## src/rtl/uart_tx_frame.sv

```systemverilog
// ---------------------------------------------------------------------------
// uart_tx_frame
// Parameterised UART frame transmitter. One data word is accepted per
// four-phase req/ack handshake and serialised onto txd as:
//    start(0), data LSB first, optional parity, 1 or 2 stop bits(1).
// Bit timing comes from an internal baud counter running on clk.
//
//    state  | meaning
//    -------+----------------------------------------------------------
//    IDLE   | line high, waiting for req with ack low
//    START  | driving the start bit (txd=0)
//    DATA   | driving data bits, bit_idx = bit currently on the line
//    PARITY | driving the parity bit (only reachable when PARITY_EN=1)
//    STOP   | driving stop bits, bit_idx counts stop bits sent
//
// Ports:
//    clk   in   system clock, rising edge
//    clr   in   asynchronous active-high reset
//    req   in   request, data valid (four-phase handshake)
//    data  in   word to send, sampled only on acceptance
//    ack   out  acknowledge, high from acceptance until req seen low
//    busy  out  high while a frame is on the line
//    txd   out  serial line, idle high, registered
// ---------------------------------------------------------------------------
module uart_tx_frame #(
   parameter int CLKS_PER_BIT = 16,
   parameter int DATA_BITS    = 8,
   parameter int PARITY_EN    = 0,
   parameter int PARITY_ODD   = 0,
   parameter int STOP_BITS    = 1
) (
   input  logic                 clk,
   input  logic                 clr,
   input  logic                 req,
   input  logic [DATA_BITS-1:0] data,
   output logic                 ack,
   output logic                 busy,
   output logic                 txd
);

   localparam int CW = (CLKS_PER_BIT > 1) ? $clog2(CLKS_PER_BIT) : 1;
   localparam int IW = $clog2(DATA_BITS + 1);

   localparam logic [CW-1:0] BAUD_TC   = CW'(CLKS_PER_BIT - 1);
   localparam logic [IW-1:0] LAST_DATA = IW'(DATA_BITS - 1);
   localparam logic [IW-1:0] LAST_STOP = IW'(STOP_BITS - 1);
   localparam logic          PAR_INV   = (PARITY_ODD != 0);

   localparam logic [2:0] IDLE   = 3'd0;
   localparam logic [2:0] START  = 3'd1;
   localparam logic [2:0] DATA   = 3'd2;
   localparam logic [2:0] PARITY = 3'd3;
   localparam logic [2:0] STOP   = 3'd4;

   logic [2:0]           state;
   logic [CW-1:0]        baud_cnt;
   logic [IW-1:0]        bit_idx;
   logic [DATA_BITS-1:0] shift;
   logic                 parity_bit;

   always_ff @(posedge clk or posedge clr) begin
      if (clr) begin
         state      <= IDLE;
         baud_cnt   <= '0;
         bit_idx    <= '0;
         shift      <= '0;
         parity_bit <= 1'b0;
         ack        <= 1'b0;
         busy       <= 1'b0;
         txd        <= 1'b1;
      end else begin
         // Handshake release is independent of the frame, so the host may
         // complete the four-phase cycle while bits are still going out.
         if (ack && !req) begin
            ack <= 1'b0;
         end

         if (state == IDLE) begin
            // ack must be low too: a req still held from the previous frame
            // must not retrigger.
            if (!ack && req) begin
               shift      <= data;
               parity_bit <= (^data) ^ PAR_INV;
               ack        <= 1'b1;
               busy       <= 1'b1;
               txd        <= 1'b0;
               state      <= START;
               baud_cnt   <= '0;
               bit_idx    <= '0;
            end
         end else if (baud_cnt != BAUD_TC) begin
            baud_cnt <= baud_cnt + 1'b1;
         end else begin
            baud_cnt <= '0;
            case (state)
               START: begin
                  txd     <= shift[0];
                  shift   <= shift >> 1;
                  bit_idx <= '0;
                  state   <= DATA;
               end
               DATA: begin
                  if (bit_idx == LAST_DATA) begin
                     bit_idx <= '0;
                     if (PARITY_EN != 0) begin
                        txd   <= parity_bit;
                        state <= PARITY;
                     end else begin
                        txd   <= 1'b1;
                        state <= STOP;
                     end
                  end else begin
                     txd     <= shift[0];
                     shift   <= shift >> 1;
                     bit_idx <= bit_idx + 1'b1;
                  end
               end
               PARITY: begin
                  txd     <= 1'b1;
                  bit_idx <= '0;
                  state   <= STOP;
               end
               STOP: begin
                  if (bit_idx == LAST_STOP) begin
                     bit_idx <= '0;
                     busy    <= 1'b0;
                     state   <= IDLE;
                  end else begin
                     bit_idx <= bit_idx + 1'b1;
                  end
               end
               default: begin
                  txd   <= 1'b1;
                  busy  <= 1'b0;
                  state <= IDLE;
               end
            endcase
         end
      end
   end

endmodule

```

## config.mk

```make
export PLATFORM = sky130hd
export DESIGN_NAME = uart_tx_frame
export DESIGN_NICKNAME = d
export VERILOG_FILES = /design/src/rtl/uart_tx_frame.sv
export SDC_FILE = /design/constraint.sdc
export NUM_CORES = 1
export LEC_CHECK = 0
export CAP_MARGIN = 20
export CORE_ASPECT_RATIO = 1.25
export CORE_MARGIN = 4
export CORE_UTILIZATION = 40
export DETAILED_ROUTE_END_ITERATION = 6
export MAX_ROUTING_LAYER = met4
export PLACE_DENSITY = 0.61
export SLEW_MARGIN = 0
export SYNTH_ARGS = -nofsm -noshare
export SYNTH_HDL_FRONTEND = slang
export SYNTH_SLANG_ARGS = --single-unit
```

## constraint.sdc

```tcl
create_clock -name clk -period 3.1 [get_ports clk]
set_clock_uncertainty 0.05 [all_clocks]
set_input_delay 0.62 -clock clk [delete_from_list [all_inputs] [get_ports clk]]
set_output_delay 0.62 -clock clk [all_outputs]
set_load 0.02 [all_outputs]
```

==> flow_results.org <==
** GRT
- Global routing consumed, on the met2 layer, 24.1% of the routing resources.
- Antenna violations before repair :: 0
- Entering global routing, the biggest net connects 23 pins.
- The first global-routing pass estimated about 4.6 mm of wire.
- Global Route Usage Sum :: 14.4%
- After global routing, the most crowded layer is met2.
- The number of global-route vias before repair was ~1000.
- The total overflow left after global routing is 0.
- GR Layer Usage met3 :: under 10%
- For met1 alone, demand over resource in global routing was 17.9%.

** STA
- Post-Route Setup TNS :: 0 ns
- For the finished layout, the period the worst path requires is between 2 and 2.5 ns.
- Maximum clock rate :: 0.470 GHz
- Setup violations remaining at the end of the flow were counted as 0.
- The worst pin sits at a relative slew slack of between 40% and 50%.
- Total count of hold-check failures in the final report :: 0
- Dividing the final minimum period by the clock period gives around 70%.
- RSZ-0062 raised after global routing :: no
- The total count of max-transition violations in the final report is 0.
- Worst Tran Pin Value :: between 0.8 and 0.9 ns
- Final Worst Setup Slack :: 0.973 ns

** Synth
- Flops & latches, synth :: 22
- In this run the cell area of the synthesized design comes to about 1300 sq um.
- Sequential area share after synthesis :: between 40% and 50%
- By area the synthesized netlist is led by dfrtp_1, nand2_1, mux2_2.
- The largest total area in the synthesized netlist belongs to dfrtp_1.
- Cell count after synthesis :: ~130
- Post-synth EDFFs :: 0
- Of all flip-flops after synthesis, the portion carrying an async set or reset was 100%.
- Yosys warning count :: 0
- Primary flip-flop cell chosen by synthesis mapping :: dfrtp_1
- Top-area cell type share of the netlist area :: approximately two fifths
- Mean instance size in the synthesized netlist :: around 9.5 sq um
- In this run, distinct cell masters in the synthesized netlist total 38.
- Number of nets in the synthesized netlist :: roughly 150

** Route
- Final wirelength :: approximately 2.6 mm
- Detail-routed via count per cell :: ~5.4
- Via count :: ~980
- The detail route stage leaves a number of antenna-violating nets equal to 0.
- Before antenna repair, the detailed router went through 4 iterations.
- First-iteration detailed-routing DRC count :: 24
- After detailed routing, the number of remaining DRC violations is 0.
- Drt wl/cell :: about 14 um

** Worst setup path
- STA classifies the critical path startpoint as a primary input.
- The critical path starts at req.
- Worst-path fanout max :: 8
- Source of the worst register-to-register timing path :: baud_cnt[0]
- STA puts the critical path data arrival time at between 2 and 2.5 ns.
- Data on the critical path is required at its endpoint by approximately 3.3 ns.
- Worst setup EP type :: flop
- Path type of the worst setup path :: primary input to flop

** Placement
- Count of input and output buffers :: 13
- Post-DP HPWL :: approximately 1.9 mm
- Timing analysis after detailed placement gives a worst setup slack of 0.661 ns.
- Placer's final routability congestion estimate :: ~0.78
- Area post-placement :: about 1400 sq um

** Power and ir drop
- Power consumption :: ~0.53 mW
- Static Leak :: 0.678 nW
- Across the VDD grid, the largest voltage drop is ~0.29 mV.
- Power density over the cells :: roughly 360 nW/um^2

** CTS
- Counting along the longest clock path gives a buffer depth of 2.
- The number of hold buffers added after CTS was 0.
- The tree built by TritonCTS fans out to 22 sinks.
- Number of buffers added for setup after CTS :: 0
- Buffers inserted during clock tree synthesis total 3.
- H-tree depth :: 1
- CTS tree :: done
- After clock tree synthesis, the clock-pin slew on the worst setup and hold paths is 0.13 ns.
- Gates resized, CTS repair :: 0
- Clock Root Buffer :: clkbuf_4
- Insertion delay to the later sink of the worst-skew pair :: about 0.31 ns

** Die
- The die covers 4110 sq um.
- In this run the vertical extent of the chip is 70.7 um.
- Number of ports placed on the die boundary :: 14
- Starting Density :: a little over two fifths
- The floorplan has 22 rows.
- Die boundary width :: approximately 58 um
- Total core area :: roughly 3000 sq um

** Finish
- Fill count :: 297
- Post-layout instance area :: approximately 1500 sq um
- Most common library cell in the layout ignoring fill and taps :: nand2_1
- For this run, the post-layout net count is 161.
- Share of post-route cells with drive strength above 1 :: approximately 14%
- Area grow syn2layout :: 16.7%
- The number of antenna diodes in the final layout is 0.
- Leaving out fill and tap cells, the most frequent cells in the layout are nand2_1, dfrtp_1, clkdlybuf4s50_1.

** Job
- Count of maximum capacitance violations :: 0

** Hold path
- The worst hold path begins at shift[3].
- The min-delay analysis places its worst path in the category flop to flop.

** Status
- The flow ran to the end, and the final reports show no timing, DRC or antenna violations.
-- area by class of cell --
class                   count  area (sq um)  share of cell area [%]
multi-input cells         100           659                    44.9
flip-flops and latches     22           552                    37.6
repair buffers             14           138                    9.37
well taps                  36          45.0                    3.07
clock inverters             1          30.0                    2.04
clock buffers               3          22.5                    1.53
inverters                   6          22.5                    1.53
-- registers in the layout (all words and copies together) (netlist names) --
register  flops
baud_cnt      4
bit_idx       4
state         3
txd           1
ack           1
shift         8
busy          1
-- logic make-up (layout without fill, tap and decap cells) --
family	Yosys count	in the layout	share of synthesized area [%]
xor+xnor	1	1	0.696
buf+inv	11	24	3.78
flops	22	22	43.8
compound gates	26	26	14.0
mux	10	10	8.65
simple gates	60	60	26.0
fa+ha+maj	3	3	2.98
-- per-layer routing --
layer	part of all wire, %	wire, um
met1	46	1200
met2	49	1280
met3	3.4	88
met4	0.81	21
met5	0	0
-- cell usage after synthesis (2+ instances only) --
cell      instances
a21oi_1           3
and3_1            4
buf_2             2
clkbuf_1          2
dfrtp_1          21
ha_1              3
inv_1             6
mux2_2            7
mux2i_1           3
nand2_1          31
nand3_1           2
nor2_1            5
nor2b_1           2
nor3_1            2
nor3b_1           3
o21ai_0          12
o31ai_1           4
-- worst max-delay path, cell delays in order --
cell and delay, ns:
clkdlybuf4s50_1 0.44, nor2b_1 0.18, and2_1 0.20, o31ai_4 0.45
mux2_2 0.39
-- through the flow --
| stage | hold WS (ns) | instances | util (%) |
|---|---|---|---|
| finish | 0.476 | 182 | 49.4 |
| global route | 0.506 | 182 | 49.4 |
| CTS | 0.480 | 182 | 49.4 |
| detailed placement | 0.443 | 178 | 47.6 |
| global placement | 0.439 | 178 | 47.6 |
| floorplan | 0.429 | 133 | - |
-- power breakdown --
group	leakage, nW	switching (mW)	total, mW	internal [mW]
clock network	0.0279	0.0916	0.222	0.131
logic	0.371	0.00812	0.0202	0.0121
registers	0.278	0	0.287	0.287
total	0.678	0.0997	0.529	0.430
-- worst paths after layout --
check	end	slack [ns]	cells after the start
max	shift[5]	0.97	5
min	shift[3]	0.48	1
max reg2reg	shift[5]	1.01	5
min reg2reg	shift[3]	0.48	1
max in group asynchronous	bit_idx[1]	1.76	2
min in group asynchronous	shift[7]	0.72	2
No activity file was read; power rests on OpenSTA's default activity.
